==> src/rtl/commutation_controller.sv <==
// Six-step BLDC commutation controller.
//
// Hall sensors are synchronised and glitch-filtered. The accepted code picks
// the PWM / low / floating phase of each step. Every drive-pattern change is
// separated by a dead-time window in which all phases are off. Invalid hall
// codes and stalls are reported as faults.
//
// Ports
//   clock        system clock, rising edge
//   reset_n      asynchronous active-low reset
//   enable       1 = run, 0 = coast (also clears a latched fault)
//   direction    0 = forward table, 1 = reverse (PWM and low roles swapped)
//   brake        1 = all low sides on
//   duty_cycle   commanded duty
//   hall         raw hall inputs {C,B,A}, asynchronous
//   duty_a/b/c   per-phase duty to the phase drivers
//   high_z       {C,B,A}, 1 forces that phase driver off
//   fault        1 while in the fault state
//   fault_code   0 none, 1 invalid hall, 2 stall
module commutation_controller #(
  parameter int DUTY_CYCLE_WIDTH = 10,
  parameter int DEAD_CYCLES      = 8,
  parameter int HALL_FILTER      = 3,
  parameter int STALL_CYCLES     = 1048576
) (
  input  logic                        clock,
  input  logic                        reset_n,
  input  logic                        enable,
  input  logic                        direction,
  input  logic                        brake,
  input  logic [DUTY_CYCLE_WIDTH-1:0] duty_cycle,
  input  logic [2:0]                  hall,
  output logic [DUTY_CYCLE_WIDTH-1:0] duty_a,
  output logic [DUTY_CYCLE_WIDTH-1:0] duty_b,
  output logic [DUTY_CYCLE_WIDTH-1:0] duty_c,
  output logic [2:0]                  high_z,
  output logic                        fault,
  output logic [1:0]                  fault_code
);

  localparam int DW = $clog2(DEAD_CYCLES) + 1;
  localparam int SW = $clog2(STALL_CYCLES) + 1;
  localparam int FW = $clog2(HALL_FILTER + 1);

  localparam logic [DW-1:0] DEAD_LAST  = DW'(DEAD_CYCLES - 1);
  localparam logic [SW-1:0] STALL_LAST = SW'(STALL_CYCLES - 1);
  localparam logic [SW-1:0] STALL_MAX  = SW'(STALL_CYCLES);
  localparam logic [FW-1:0] FILT_N     = FW'(HALL_FILTER);

  typedef enum logic [2:0] {
    ST_IDLE,
    ST_DEAD,
    ST_DRIVE,
    ST_BRAKE,
    ST_FAULT
  } state_t;

  // ---------------------------------------------------------------------
  // Hall synchroniser and filter
  // ---------------------------------------------------------------------
  logic [2:0]    sync1, sync2;
  logic [1:0]    fill;       // marks when sync2 holds a real post-reset sample
  logic [2:0]    cand;
  logic [FW-1:0] fcnt;       // 0 means no candidate yet
  logic [FW-1:0] fcnt_nx;
  logic [2:0]    acc;
  logic          acc_valid;
  logic          accept;
  logic          acc_new;

  always_comb begin
    fcnt_nx = FW'(1);
    if ((fcnt != '0) && (sync2 == cand))
      fcnt_nx = (fcnt == FILT_N) ? fcnt : fcnt + 1'b1;
    accept  = fill[1] && (fcnt_nx == FILT_N);
    acc_new = accept && (!acc_valid || (sync2 != acc));
  end

  always_ff @(posedge clock or negedge reset_n) begin
    if (!reset_n) begin
      sync1     <= '0;
      sync2     <= '0;
      fill      <= '0;
      cand      <= '0;
      fcnt      <= '0;
      acc       <= '0;
      acc_valid <= 1'b0;
    end else begin
      sync1 <= hall;
      sync2 <= sync1;
      fill  <= {fill[0], 1'b1};
      if (fill[1]) begin
        cand <= sync2;
        fcnt <= fcnt_nx;
      end
      if (accept) begin
        acc       <= sync2;
        acc_valid <= 1'b1;
      end
    end
  end

  // ---------------------------------------------------------------------
  // Control FSM
  // ---------------------------------------------------------------------
  state_t                state, state_nx;
  state_t                target, target_nx;
  logic [1:0]            code_nx;
  logic [DW-1:0]         dead_cnt;
  logic [SW-1:0]         stall_cnt;
  logic                  dead_clr, stall_clr, latch;
  logic                  hall_bad, stall_hit;
  logic [2:0]            drv_hall;
  logic                  drv_dir;
  logic [DUTY_CYCLE_WIDTH-1:0] duty_q;

  assign hall_bad  = acc_valid && ((acc == 3'b000) || (acc == 3'b111));
  assign stall_hit = (state == ST_DRIVE) && (duty_cycle != '0) &&
                     (stall_cnt >= STALL_LAST);

  always_comb begin
    state_nx  = state;
    target_nx = target;
    code_nx   = fault_code;
    dead_clr  = 1'b0;
    stall_clr = 1'b0;
    latch     = 1'b0;
    case (state)
      ST_IDLE: begin
        if (enable) begin
          state_nx  = ST_DEAD;
          target_nx = brake ? ST_BRAKE : ST_DRIVE;
          dead_clr  = 1'b1;
        end
      end
      ST_DEAD: begin
        if ((target == ST_DRIVE) && hall_bad) begin
          state_nx = ST_FAULT;
          code_nx  = 2'd1;
        end else if ((dead_cnt == DEAD_LAST) &&
                     ((target == ST_BRAKE) || acc_valid)) begin
          // entry to DRIVE waits until a hall code has been accepted
          state_nx = target;
          if (target == ST_DRIVE) begin
            latch     = 1'b1;
            stall_clr = 1'b1;
          end
        end
      end
      ST_DRIVE: begin
        if (hall_bad) begin
          state_nx = ST_FAULT;
          code_nx  = 2'd1;
        end else if (stall_hit) begin
          state_nx = ST_FAULT;
          code_nx  = 2'd2;
        end else if (brake) begin
          state_nx  = ST_DEAD;
          target_nx = ST_BRAKE;
          dead_clr  = 1'b1;
        end else if ((acc != drv_hall) || (direction != drv_dir)) begin
          state_nx  = ST_DEAD;
          target_nx = ST_DRIVE;
          dead_clr  = 1'b1;
        end
      end
      ST_BRAKE: begin
        if (!brake) begin
          state_nx  = ST_DEAD;
          target_nx = ST_DRIVE;
          dead_clr  = 1'b1;
        end
      end
      ST_FAULT: begin
        state_nx = ST_FAULT;
      end
      default: begin
        state_nx = ST_IDLE;
      end
    endcase
    if (!enable) begin
      state_nx = ST_IDLE;
      code_nx  = 2'd0;
    end
  end

  always_ff @(posedge clock or negedge reset_n) begin
    if (!reset_n) begin
      state      <= ST_IDLE;
      target     <= ST_DRIVE;
      fault_code <= 2'd0;
      dead_cnt   <= '0;
      stall_cnt  <= '0;
      drv_hall   <= '0;
      drv_dir    <= 1'b0;
      duty_q     <= '0;
    end else begin
      state      <= state_nx;
      target     <= target_nx;
      fault_code <= code_nx;
      duty_q     <= duty_cycle;
      if (latch) begin
        drv_hall <= acc;
        drv_dir  <= direction;
      end
      if (dead_clr)
        dead_cnt <= '0;
      else if ((state == ST_DEAD) && (dead_cnt != DEAD_LAST))
        dead_cnt <= dead_cnt + 1'b1;
      if (stall_clr || acc_new)
        stall_cnt <= '0;
      else if ((state == ST_DRIVE) && (duty_cycle != '0) && (stall_cnt != STALL_MAX))
        stall_cnt <= stall_cnt + 1'b1;
    end
  end

  // ---------------------------------------------------------------------
  // Output decode: one-hot PWM and low phases, remaining phase floats
  // ---------------------------------------------------------------------
  logic [2:0] fwd_pwm, fwd_low, pwm_oh, low_oh;

  always_comb begin
    fwd_pwm = 3'b000;
    fwd_low = 3'b000;
    case (drv_hall)
      3'b101: begin fwd_pwm = 3'b001; fwd_low = 3'b010; end
      3'b100: begin fwd_pwm = 3'b001; fwd_low = 3'b100; end
      3'b110: begin fwd_pwm = 3'b010; fwd_low = 3'b100; end
      3'b010: begin fwd_pwm = 3'b010; fwd_low = 3'b001; end
      3'b011: begin fwd_pwm = 3'b100; fwd_low = 3'b001; end
      3'b001: begin fwd_pwm = 3'b100; fwd_low = 3'b010; end
      default: begin fwd_pwm = 3'b000; fwd_low = 3'b000; end
    endcase
    pwm_oh = drv_dir ? fwd_low : fwd_pwm;
    low_oh = drv_dir ? fwd_pwm : fwd_low;

    duty_a = '0;
    duty_b = '0;
    duty_c = '0;
    high_z = 3'b111;
    if (state == ST_DRIVE) begin
      high_z = ~(pwm_oh | low_oh);
      if (pwm_oh[0]) duty_a = duty_q;
      if (pwm_oh[1]) duty_b = duty_q;
      if (pwm_oh[2]) duty_c = duty_q;
    end else if (state == ST_BRAKE) begin
      high_z = 3'b000;
    end
  end

  assign fault = (state == ST_FAULT);

endmodule

==> config.mk <==
export PLATFORM = sky130hd
export DESIGN_NAME = commutation_controller
export DESIGN_NICKNAME = d
export VERILOG_FILES = /design/src/rtl/commutation_controller.sv
export SDC_FILE = /design/constraint.sdc
export NUM_CORES = 1
export LEC_CHECK = 0
export CAP_MARGIN = 20
export CORE_ASPECT_RATIO = 2
export CORE_UTILIZATION = 35
export DETAILED_ROUTE_END_ITERATION = 10
export PLACE_DENSITY_LB_ADDON = 0.2
export SYNTH_ARGS = -nofsm -noshare
export SYNTH_HDL_FRONTEND = slang
export SYNTH_SLANG_ARGS = --single-unit
==> constraint.sdc <==
create_clock -name clock -period 3.3 [get_ports clock]
set_input_delay 0.825 -clock clock [delete_from_list [all_inputs] [get_ports clock]]
set_output_delay 0.825 -clock clock [all_outputs]
set_load 0.005 [all_outputs]
==> results.cfg <==
[outcome]
outcome = finished with violations
failed_checks = DRC

[sta]
finalSetupViolations = 0
slew_violations = 0
max_freq_ghz = 0.322
finalCritPeriodShare = 0.941
rsz0062_at_grt = false
setup_slack_ns = 0.195
hold_viol_final = 0
worstMarginPinSlew_ns = 0.797
max_slew_margin = 0.468
fin_crit_ns = 3.11
finalClockSkew_ns = 0.00502
fin_setup_tns_ns = 0

[run]
drv_cap = 0

[routing]
vias = 2771
drc_errors = 12
finalWirelength_um = 8090
postRouteAntennaNets = 0
drt_iter0_drc = 108
via_per_inst = 5.37
first_pass_iters = 9
wire_per_inst_um = 15.7

[setup_path]
crit_family = buffers and inverters
worstPathCellList = inv_1 > ha_1 > o21a_1 > mux2_2 > nor2b_1 > clkdlybuf4s50_1
worstSetupPathType = reg -> out
required_ns = 2.47
reg2reg_depth = 5
endpoint_kind = output port
crit_path_start_kind = flip-flop
critPathMaxStageDelay_ns = 0.47
cp_max_fo = 10
arrival_ns = 2.28
cp_slowest_cell = clkdlybuf4s50_1
worst-path-stages = 6
crit_buf_inv = 2

[min_path]
hold_depth = 0
hp-class = reg -> reg

[synthesis]
ys_types = 57
synthCells = 345
synth_edf_count = 0
seq_area_frac_synth = 0.462
synthArstFlopShare = 1.00
ys_ff_latch = 62
synth_ff_type = dfrtp_1
ys_warn_count = 0
syn_avg_cell_area_um2 = 9.73
synth_area_um2 = 3360
synth_nets = 370

[floorplanning]
die_x_um = 71.2
io_pins = 54
coreArea_um2 = 9320
initial_core_util = 0.360
rows = 50
die_h_um = 140
dieArea_um2 = 10000

[global_route]
grt_use_total = 0.177
grt_pass1_wl_um = 13500
antenna_found_initial = 0
globalRouteOverflowTotal = 0
grt_pass1_vias = 2809
grt_max_degree = 63

[clock_network]
clk_latency_ns = 0.33
postCtsHoldBufs = 0
clock_path_buffers = 2
cts_resized = 0
root_buffer = clkbuf_16
cts_buffers = 9
clkSinkCount = 62
cts_setup_buffers = 0
cts_tree = done
htree_levels = 3
path_clk_slew_ns = 0.06

[placed_design]
dp.cells = 500
io_buffers = 53
hpwl_um = 6130
place_congestion = 0.812
preCtsSetupSlack_ns = 0.363

[pwr]
vdd_drop_max_v = 0.000332
power_density_nw_per_um2 = 576
leakage_nw = 1.75

[finish]
fillCellCount = 891
regArea_um2 = 1550
nNetsFinal = 432
drive_above_1_share = 0.117
fin_cells = 516
diodes = 0
synthToLayoutAreaGrowth_pct = 28.3
multiInputGateArea_um2 = 1720
[where the power goes]
part	switching, mW	total (mW)	internal [mW]	leakage, nW
clock network	0.368	0.884	0.516	0.129
logic	0.301	0.586	0.285	0.833
registers	0.138	1.01	0.870	0.788
total	0.807	2.48	1.67	1.75
[flip-flops by register name (all words and copies together) (netlist names), 2 cells and up]
name / count
sync1: 3
acc: 3
state: 3
drv_hall: 3
dead_cnt: 4
fcnt: 2
fill: 2
duty_q: 10
fault_code: 2
sync2: 3
cand: 3
stall_cnt: 21
[layout make-up]
class                           count  share of cell area
Multi-Input combinational cell    265               0.401
Sequential cell                    62               0.360
Timing Repair Buffer               61               0.136
Clock buffer                        9              0.0523
Tap cell                          104              0.0302
Clock inverter                      7              0.0134
Inverter                            8             0.00698
[per-layer routing]
metal  track usage  vias up  share of wire
met4        0.0895        0          0.023
met2         0.347       64           0.59
li1              -     1349              -
met5             0        -              0
met1         0.163     1344           0.34
met3        0.0381       14          0.045
[path summary, 6_finish.rpt]
| check | slack (ns) | startpoint | end |
|---|---|---|---|
| worst min-delay path | 0.35 | sync1[0]$_DFF_PN0_ | sync2[0]$_DFF_PN0_ |
| min in group asynchronous | 0.64 | reset_n | duty_q[5]$_DFF_PN0_ |
| worst min register to register | 0.35 | sync1[0]$_DFF_PN0_ | sync2[0]$_DFF_PN0_ |
| worst max register to register | 0.88 | acc[0]$_DFFE_PN0P_ | stall_cnt[12]$_DFFE_PN0P_ |
| max in group asynchronous | 2.11 | reset_n | drv_dir$_DFFE_PN0P_ |
| worst max-delay path | 0.19 | drv_hall[0]$_DFFE_PN0P_ | duty_c[2] |
[cells in the final DEF (no fill, tap or decap), drive strengths merged, types with 3 or more instances in the layout]
| master | count |
|---|---|
| clkinvlp | 3 |
| nor2b | 22 |
| o21ai | 15 |
| o31ai | 4 |
| nor2 | 42 |
| xor2 | 16 |
| ha | 7 |
| buf | 9 |
| nor3 | 7 |
| nor4 | 5 |
| or3 | 7 |
| clkdlybuf4s50 | 52 |
| mux2 | 12 |
| a21oi | 15 |
| nand2b | 3 |
| and4 | 5 |
| mux2i | 6 |
| clkbuf | 9 |
| inv | 11 |
| nand3 | 17 |
| nand4 | 7 |
| nand3b | 4 |
| nand2 | 29 |
| a21boi | 3 |
| or3b | 3 |
| dfrtp | 62 |
| xnor2 | 6 |
[synth_stat cells, drive strengths merged, types with 2 or more instances]
library cell  number  area (um2)
o21ai             15        75.1
o21a               2        15.0
a21oi             15        75.1
nand2             29         109
or4                2        15.0
nand3b             4        30.0
nor3               7        35.0
ha                 7        87.6
mux2              12         135
clkbuf             6        23.8
buf                4        26.3
mux2i              6        60.1
nand4              7        50.1
and4               5        43.8
nor4b              2        17.5
a41oi              2        36.3
xor2              16         140
nand3             17        85.1
nor2b             22         138
nand2b             3        18.8
xnor2              6        52.6
a21boi             3        22.5
or3                7        46.3
or3b               3        28.8
inv                8        30.0
dfrtp             62        1550
o211ai             2        15.0
and2               2        12.5
nor2              42         160
o31ai              4        30.0
nor4               5        31.3
[stage by stage]
stage | util | area (um2) | total power [mW] | hold WS, ns
after floorplan | - | 3360 | 1.42 | 0.331
after global placement | 0.431 | 4020 | 1.59 | 0.332
after detailed placement | 0.431 | 4020 | 1.61 | 0.336
after CTS | 0.462 | 4300 | 2.52 | 0.350
after global routing | 0.462 | 4300 | 2.64 | 0.362
final | 0.462 | 4300 | 2.48 | 0.348
[cell families after synthesis]
logic type / synth area share
DFF: 0.462
xor gates and xnor gates: 0.0574
buffers and inverters: 0.0239
muxes: 0.0582
other: 0.00112
adders and majority gates: 0.0261
and+or+nand+nor: 0.259
AOI/OAI and AO/OA: 0.112
Note: power is estimated with default switching activity, not from simulation.
